===== src/rtl/fifo_burst_reader.sv =====
// ============================================================================
// fifo_burst_reader : drains a synchronous FIFO in len-word bursts onto a
// valid/ready stream through a 3-entry skid buffer.            Rev 1.0
// ============================================================================
`default_nettype none

module fifo_burst_reader #(
   parameter int DATA_W = 8,
   parameter int LEN_W  = 8
) (
   input  logic              clk,
   input  logic              rst,
   input  logic              start,
   input  logic [LEN_W-1:0]  len,
   input  logic              empty,
   output logic              r_en,
   input  logic [DATA_W-1:0] data_in,
   output logic [DATA_W-1:0] m_data,
   output logic              m_valid,
   input  logic              m_ready,
   output logic              busy,
   output logic              done,
   output logic [LEN_W-1:0]  rd_count
);

   localparam logic [1:0] S_IDLE = 2'd0;
   localparam logic [1:0] S_READ = 2'd1;
   localparam logic [1:0] S_DONE = 2'd2;
   localparam int         DEPTH  = 3;

   logic [1:0]                   state_q,    state_d;
   logic [LEN_W-1:0]             len_q,      len_d;
   logic [LEN_W-1:0]             issued_q,   issued_d;
   logic [LEN_W-1:0]             rd_count_q, rd_count_d;
   logic                         inflight_q, inflight_d;
   logic [1:0]                   occ_q,      occ_d;
   logic [DEPTH-1:0][DATA_W-1:0] buf_q,      buf_d;

   logic                         r_en_w;
   logic                         push;
   logic                         pop;
   logic [1:0]                   occ_after_pop;
   logic [LEN_W-1:0]             rd_count_inc;

   // Credit counts the word still in flight so the buffer can never overflow.
   assign r_en_w = (state_q == S_READ) && !empty && (issued_q < len_q) &&
                   (({1'b0, occ_q} + {2'b00, inflight_q}) < 3'd3);
   assign push          = inflight_q;
   assign pop           = (occ_q != 2'd0) && m_ready;
   assign occ_after_pop = pop ? (occ_q - 2'd1) : occ_q;
   assign rd_count_inc  = rd_count_q + {{(LEN_W-1){1'b0}}, 1'b1};

   always_comb begin
      state_d    = state_q;
      len_d      = len_q;
      issued_d   = issued_q;
      rd_count_d = rd_count_q;
      inflight_d = r_en_w;
      occ_d      = occ_q;
      buf_d      = buf_q;

      if (r_en_w) begin
         issued_d = issued_q + {{(LEN_W-1){1'b0}}, 1'b1};
      end
      if (pop) begin
         rd_count_d = rd_count_inc;
      end

      case (state_q)
         S_IDLE: begin
            if (start) begin
               len_d      = len;
               rd_count_d = '0;
               issued_d   = '0;
               state_d    = (len == '0) ? S_DONE : S_READ;
            end
         end
         S_READ: begin
            if (pop && (rd_count_inc == len_q)) begin
               state_d = S_DONE;
            end
         end
         S_DONE:  state_d = S_IDLE;
         default: state_d = S_IDLE;
      endcase

      // Head keeps its last value when the final entry leaves.
      if (pop && (occ_q > 2'd1)) begin
         buf_d[0] = buf_q[1];
         buf_d[1] = buf_q[2];
      end
      if (push) begin
         case (occ_after_pop)
            2'd0:    buf_d[0] = data_in;
            2'd1:    buf_d[1] = data_in;
            2'd2:    buf_d[2] = data_in;
            default: buf_d    = buf_d;
         endcase
      end

      if (push && !pop) begin
         occ_d = occ_q + 2'd1;
      end else if (!push && pop) begin
         occ_d = occ_q - 2'd1;
      end
   end

   always_ff @(posedge clk) begin
      if (rst) begin
         state_q    <= S_IDLE;
         len_q      <= '0;
         issued_q   <= '0;
         rd_count_q <= '0;
         inflight_q <= 1'b0;
         occ_q      <= 2'd0;
         buf_q      <= '0;
      end else begin
         state_q    <= state_d;
         len_q      <= len_d;
         issued_q   <= issued_d;
         rd_count_q <= rd_count_d;
         inflight_q <= inflight_d;
         occ_q      <= occ_d;
         buf_q      <= buf_d;
      end
   end

   assign r_en     = r_en_w;
   assign m_valid  = (occ_q != 2'd0);
   assign m_data   = buf_q[0];
   assign busy     = (state_q == S_READ);
   assign done     = (state_q == S_DONE);
   assign rd_count = rd_count_q;

endmodule

`default_nettype wire


===== config.mk =====
export PLATFORM = sky130hd
export DESIGN_NAME = fifo_burst_reader
export DESIGN_NICKNAME = d
export VERILOG_FILES = /design/src/rtl/fifo_burst_reader.sv
export SDC_FILE = /design/constraint.sdc
export NUM_CORES = 1
export LEC_CHECK = 0
export CORE_MARGIN = 2
export CORE_UTILIZATION = 45
export CTS_CLUSTER_SIZE = 14
export DETAILED_ROUTE_END_ITERATION = 10
export PLACE_DENSITY = 0.68
export SLEW_MARGIN = 20
export SYNTH_ARGS = -nofsm -noshare
export SYNTH_HDL_FRONTEND = slang
export SYNTH_SLANG_ARGS = --single-unit

===== constraint.sdc =====
create_clock -name clk -period 3 [get_ports clk]
set_clock_uncertainty 0.1 [all_clocks]
set_input_delay 0.9 -clock clk [delete_from_list [all_inputs] [get_ports clk]]
set_output_delay 0.9 -clock clk [all_outputs]
set_load 0.05 [all_outputs]

==> results of run 1 <==
[synth_stat cells (2+ instances only)]
cell type / instances / area share
dfxtp_1: 53 / 0.37
nor2_1: 51 / 0.066
mux2i_1: 33 / 0.11
a21oi_1: 23 / 0.040
nand2_1: 20 / 0.026
ha_1: 14 / 0.061
inv_1: 12 / 0.016
a211oi_2: 10 / 0.043
or3_1: 9 / 0.020
xor2_1: 9 / 0.027
buf_4: 8 / 0.021
nor3_1: 8 / 0.014
xnor2_1: 8 / 0.024
and3_1: 7 / 0.015
clkbuf_1: 7 / 0.0091
a211oi_1: 6 / 0.016
buf_6: 4 / 0.016
nand3_1: 4 / 0.0069
nand4_1: 4 / 0.0087
buf_2: 3 / 0.0052
o21ai_0: 3 / 0.0052
and2_1: 2 / 0.0043
nor2b_1: 2 / 0.0043
nor4_1: 2 / 0.0043
o21ai_1: 2 / 0.0035
[registers in the layout (all words and copies together), names as in the netlist]
signal,count
buf_q,16
issued_q,8
len_q,8
m_data,8
rd_count,8
occ_q,2
state_q,2
inflight_q,1
[power breakdown]
| part | internal, mW | switching, mW | total [mW] | leakage (nW) |
|---|---|---|---|---|
| Sequential | 0.740 | 0.0420 | 0.782 | 0.430 |
| Clock | 0.188 | 0.238 | 0.426 | 0.0512 |
| Combinational | 0.202 | 0.301 | 0.503 | 0.880 |
[placed cells by master (no fill, tap or decap), types with 2 or more instances in the layout]
master	Yosys	final
a211oi_1	6	6
a211oi_2	10	10
a21oi_1	23	23
and2_1	2	2
and3_1	7	7
buf_12	0	2
buf_4	8	14
clkbuf_8	0	6
clkdlybuf4s50_1	0	37
dfxtp_1	53	51
dfxtp_2	0	2
ha_1	14	14
inv_1	12	12
mux2i_1	33	33
nand2_1	20	20
nand3_1	4	4
nand4_1	4	4
nor2_1	51	51
nor2b_1	2	2
nor3_1	8	7
nor3_2	1	2
nor4_1	2	2
o21ai_0	3	3
o21ai_2	1	2
or3_1	9	9
xnor2_1	8	8
xor2_1	9	9
[critical path, stage by stage]
cell and delay [ps]:
clkdlybuf4s50_1 420, nor3_2 90, and3_1 190, a21boi_4 220
buf_12 150
[path summary, 6_finish.rpt]
kind | depth (start not counted) | to | start | slack, ps
hold / removal | 2 | issued_q[5] | issued_q[5] | 400
hold reg to reg | 2 | issued_q[5] | issued_q[5] | 400
setup / recovery | 5 | r_en | empty | 30
setup reg to reg | 8 | state_q[0] | occ_q[1] | 820
[per-layer routing]
layer  vias to the layer above  routed length [microns]  global-route usage
li1                       1194                        -                   -
met3                         9                      155              0.0247
met1                      1061                     2910               0.233
met2                        34                     2710               0.281
met4                         0                       87              0.0674
met5                         -                        0                   0
[repair_timing]
item | 4_1_cts | 5_1_grt
buffers inserted | 0 | 2
resized for setup | 3 | 3
hold endpoints to repair | 0 | 0
endpoints found under the setup margin | 2 | 2
hold buffers | 0 | 0
[per-stage QoR]
step	area, sq um	TNS (ps)	util	instances
final	3490	0	0.555	441
after global routing	3490	-37.6	0.555	441
after CTS	3460	0	0.551	439
after detailed placement	3350	-2.93	0.534	431
after global placement	3350	0	0.534	431
after floorplan	2880	0	-	323
[cell families (layout without fill, tap and decap cells)]
kind of cell	count (synthesis)	count (layout)	synth area share
flops	53	53	0.368
mux	33	33	0.115
fa+ha+maj	14	14	0.0608
xor+xnor	17	17	0.0517
buf+inv	35	76	0.0686
compound gates	54	54	0.142
simple gates	117	117	0.194
[cell type report]
type	count	area share
multi-input cells	235	0.472
inverters	13	0.0147
flip-flops and latches	53	0.305
repair buffers	55	0.153
well taps	77	0.0276
clock buffers	6	0.0237
clock inverters	2	0.00395
==> impl_metrics.env, run 1 <==
export IMPL_gp_congestion=0.822
export IMPL_seq_area_sq_um=1060
export IMPL_fin_crit_ps=2970
export IMPL_period_share=0.991
export IMPL_drive_gt1_frac=0.135
export IMPL_async_flop_share=0
export IMPL_synthToLayoutAreaGrowth_pct=20.9
export IMPL_layout_setup_ws_ps=27.4
export IMPL_io_buffers=40
export IMPL_path_class="in -> out"
export IMPL_slew_viol_final=0
export IMPL_fmax_ghz=0.336
export IMPL_maxCapViolCount=0
export IMPL_clkTransAtPathRegs_ps=90
export IMPL_drtPass1Iterations=4
export IMPL_grt_max_degree=25
export IMPL_cts_sinks=53
export IMPL_cp_arrival_ps=1970
export IMPL_drt_iter0_markers=71
export IMPL_htreeDepth=2
export IMPL_grt_pass1_vias=2196
export IMPL_gr_total_overflow=0
export IMPL_die_area_sq_um=7060
export IMPL_grt_pass1_wl_mm=10.1
export IMPL_synth_fp_nets=358
export IMPL_start_kind="input port"
export IMPL_ant_nets=0
export IMPL_rsz0062_at_grt="yes"
export IMPL_synthesis_area_sq_um=2880
export IMPL_viasPerCell=5.21
export IMPL_fillers=603
export IMPL_drc_errors=0
export IMPL_synthCells=323
export IMPL_crit_required_ps=2000
export IMPL_die_w_microns=84.0
export IMPL_cts_buffers_inserted=5
export IMPL_diodes=0
export IMPL_hp_class="reg -> reg"
export IMPL_slew_headroom=0.657
export IMPL_start_util=0.459
export IMPL_setup_violations=0
export IMPL_die_h_microns=84.0
export IMPL_synth_main_ff_cell="dfxtp_1"
export IMPL_worst_slew_pin_slew_ps=513
export IMPL_clk_latency_ps=310
export IMPL_hold_worst_slack_ps=396
export IMPL_wl_per_cell_microns=13.3
export IMPL_routed_wl_mm=5.86
export IMPL_rows=29
export IMPL_endpoint_kind="primary output"
export IMPL_synthDistinctLibCells=44
export IMPL_dp_hpwl_mm=4.28
export IMPL_grt_usage=0.173
export IMPL_pre_cts_ws_ps=-2.93
export IMPL_io_pins=41
export IMPL_crit_path_max_fanout=2
export IMPL_p_total_mw=1.71
export IMPL_p_per_area_nw_per_um2=491
export IMPL_final_net_count=398
export IMPL_antenna_found_initial=0
export IMPL_num_vias=2298
export IMPL_clockBufferDepth=2
export IMPL_synth_edff_count=0
export IMPL_yosysSeqAreaShare=0.368
export IMPL_multi_input_area_sq_um=1650
export IMPL_cts_tree="built"
export IMPL_finalHoldViolCount=0
export IMPL_p_leak_nw=1.36
export IMPL_yosys_warnings=0
export IMPL_ctsRootBufferMaster="clkbuf_8"
export IMPL_coreArea_sq_um=6280
export IMPL_avgSynthCellArea_sq_um=8.92
export IMPL_status="finished clean"
export IMPL_ys_seq_elements=53
export IMPL_max_vdd_ir_drop_v=0.000418
Power figures use the tool's default switching activity.
==> inputs of run 2 (changes only) <==
--- a/config.mk
+++ b/config.mk
@@ -10,7 +10,6 @@
 export CTS_CLUSTER_SIZE = 14
 export DETAILED_ROUTE_END_ITERATION = 10
 export PLACE_DENSITY = 0.68
-export SLEW_MARGIN = 20
 export SYNTH_ARGS = -nofsm -noshare
 export SYNTH_HDL_FRONTEND = slang
 export SYNTH_SLANG_ARGS = --single-unit
==> results of run 2 <==
No change in the layout: final DEF, timing and power equal those of run 1.
==> inputs of run 3 (changes only) <==
--- a/config.mk
+++ b/config.mk
@@ -6,10 +6,10 @@
 export NUM_CORES = 1
 export LEC_CHECK = 0
 export CORE_MARGIN = 2
-export CORE_UTILIZATION = 45
+export CORE_UTILIZATION = 54
 export CTS_CLUSTER_SIZE = 14
 export DETAILED_ROUTE_END_ITERATION = 10
-export PLACE_DENSITY = 0.68
+export PLACE_DENSITY = 0.9
 export SYNTH_ARGS = -nofsm -noshare
 export SYNTH_HDL_FRONTEND = slang
 export SYNTH_SLANG_ARGS = --single-unit
==> run 3 against run 2 <==
Core utilization up 12 points. Combinational power up 2%. Critical endpoint unchanged. Cell area up 0.29%. Largest power group unchanged. Critical path depth up 2. Worst setup slack better by 54 ps. Highest routed layer unchanged. Global-route usage up 4.3 points. Critical path type is now reg -> out. Die area down 16%. Fmax up 1.9%.
==> impl_metrics.env, run 3 (synthesized netlist as in run 1, its figures left out) <==
export IMPL_power_frac_seq=0.420
export IMPL_pre_cts_ws_ps=-45.7
export IMPL_diodes=0
export IMPL_final_net_count=395
export IMPL_hp_class="reg -> reg"
export IMPL_drc_errors=0
export IMPL_worst_slew_pin_slew_ps=600
export IMPL_start_util=0.561
export IMPL_grt_usage=0.216
export IMPL_ctsRootBufferMaster="clkbuf_8"
export IMPL_cts_hold_buffers=0
export IMPL_worstReg2RegEnd="buf_q[16]"
export IMPL_synthToLayoutAreaGrowth_pct=21.3
export IMPL_crit_required_ps=2000
export IMPL_grt_pass1_wl_mm=10.5
export IMPL_r2r_slack_ps=720
export IMPL_final_cell_mix="nor2_1, dfxtp_1, clkdlybuf4s50_1, mux2i_1, a21oi_1"
export IMPL_r2r_start="occ_q[1]"
export IMPL_dp_hpwl_mm=4.47
export IMPL_post_cts_setup_buffer_count=0
export IMPL_p_leak_nw=1.35
export IMPL_final_core_util=0.680
export IMPL_clkTransAtPathRegs_ps=90
export IMPL_finalHoldViolCount=0
export IMPL_endpoint_kind="primary output"
export IMPL_status="finished clean"
export IMPL_crit_path_max_fanout=2
export IMPL_post_place_cells=423
export IMPL_die_area_sq_um=5940
export IMPL_routed_wl_mm=6.32
export IMPL_grt_max_degree=28
export IMPL_slew_headroom=0.598
export IMPL_drt_iter0_markers=173
export IMPL_antenna_found_initial=0
export IMPL_combPwrFrac=0.276
export IMPL_p_int_mw=1.27
export IMPL_cts_sinks=53
export IMPL_gr_total_overflow=0
export IMPL_fmax_ghz=0.343
export IMPL_cp_arrival_ps=1920
export IMPL_maxCapViolCount=0
export IMPL_slew_viol_final=0
export IMPL_fin_cells=431
export IMPL_setup_violations=0
export IMPL_num_vias=2423
export IMPL_holdPathEnd="issued_q[7]"
export IMPL_rsz0062_at_grt="no"
export IMPL_ant_nets=0
export IMPL_die_h_microns=77.1
export IMPL_clk_latency_ps=310
export IMPL_cts_buffers_inserted=5
export IMPL_hold_path_startpoint="issued_q[7]"
export IMPL_final_common_cell="nor2_1"
export IMPL_largest_reg_flops=16
export IMPL_clkPwrFrac=0.304
export IMPL_max_vdd_ir_drop_v=0.000338
export IMPL_wl_per_cell_microns=14.7
export IMPL_drtPass1Iterations=4
export IMPL_start_kind="register"
export IMPL_rows=26
export IMPL_io_pins=41
export IMPL_fin_crit_ps=2920
export IMPL_drive_gt1_frac=0.127
export IMPL_swShare=0.321
export IMPL_min_delay_path_depth=2
export IMPL_clockBufferDepth=2
export IMPL_io_buffers=40
export IMPL_die_w_microns=77.1
export IMPL_cts_tree="built"
export IMPL_switching_power_mw=0.598
export IMPL_gp_congestion=0.911
export IMPL_grt_pass1_vias=2286
export IMPL_viasPerCell=5.62
export IMPL_period_share=0.973
export IMPL_top_register="buf_q"
export IMPL_p_total_mw=1.86
export IMPL_path_class="reg -> out"
export IMPL_p_per_area_nw_per_um2=533
export IMPL_rr_worst_depth=8
export IMPL_coreArea_sq_um=5140
export IMPL_layout_setup_ws_ps=81.5
export IMPL_htreeDepth=2
-- run 3: final cells by class --
class | instances | area, sq um
Clock buffer | 5 | 68.8
Clock inverter | 3 | 65.1
Fill cell | 403 | 1640
Inverter | 13 | 51.3
Multi-Input combinational cell | 235 | 1650
Sequential cell | 53 | 1070
Tap cell | 70 | 87.6
Timing Repair Buffer | 52 | 510
-- run 3: metrics by stage --
stage | hold slack, ps | setup TNS, ps | instance area (sq um)
6_report | 394 | 0 | 3500
4_1_cts | 400 | 0 | 3480
5_1_grt | 419 | 0 | 3500
3_3_place_gp | 357 | 0 | 3340
2_1_floorplan | 347 | 0 | 2880
3_5_place_dp | 387 | -45.7 | 3340
-- run 3: worst max-delay path by stage --
stage | endpoint | slack, ps | startpoint
detailed placement | r_en | -50 | empty
floorplan | r_en | 30 | empty
global placement | r_en | 20 | empty
global route | r_en | 20 | inflight_q
finish | r_en | 80 | len_q[5]
CTS | r_en | 3 | inflight_q
-- run 3: critical path, stage by stage (launching register included) --
cell      delay, ps
dfxtp_2         350
inv_1            60
ha_1            310
a211o_1         310
a21oi_1         150
o21ai_2         110
a21boi_4        170
buf_12          150
-- run 3: repair_timing --
action | CTS | global route
pin swaps | 1 | 2
gates resized for setup | 4 | 5
setup endpoints to repair | 2 | 1
gates cloned | 0 | 0
-- run 3: metal layers --
layer | vias up | routed length, microns | part of all wire | track usage
met3 | 12 | 243 | 0.038 | 0.0412
met2 | 52 | 3080 | 0.49 | 0.367
met1 | 1164 | 2880 | 0.46 | 0.277
li1 | 1195 | - | - | -
met5 | - | 0 | 0 | 0
met4 | 0 | 118 | 0.019 | 0.0714
-- run 3: power by group through the flow --
| stage | logic, mW | registers [mW] | clock network (mW) |
|---|---|---|---|
| 3_3_place_gp | 0.483 | 0.793 | 0 |
| 5_1_grt | 0.552 | 0.787 | 0.596 |
| 2_1_floorplan | 0.370 | 0.793 | 0 |
| 6_report | 0.514 | 0.784 | 0.566 |
| 4_1_cts | 0.506 | 0.782 | 0.572 |
| 3_5_place_dp | 0.500 | 0.797 | 0 |
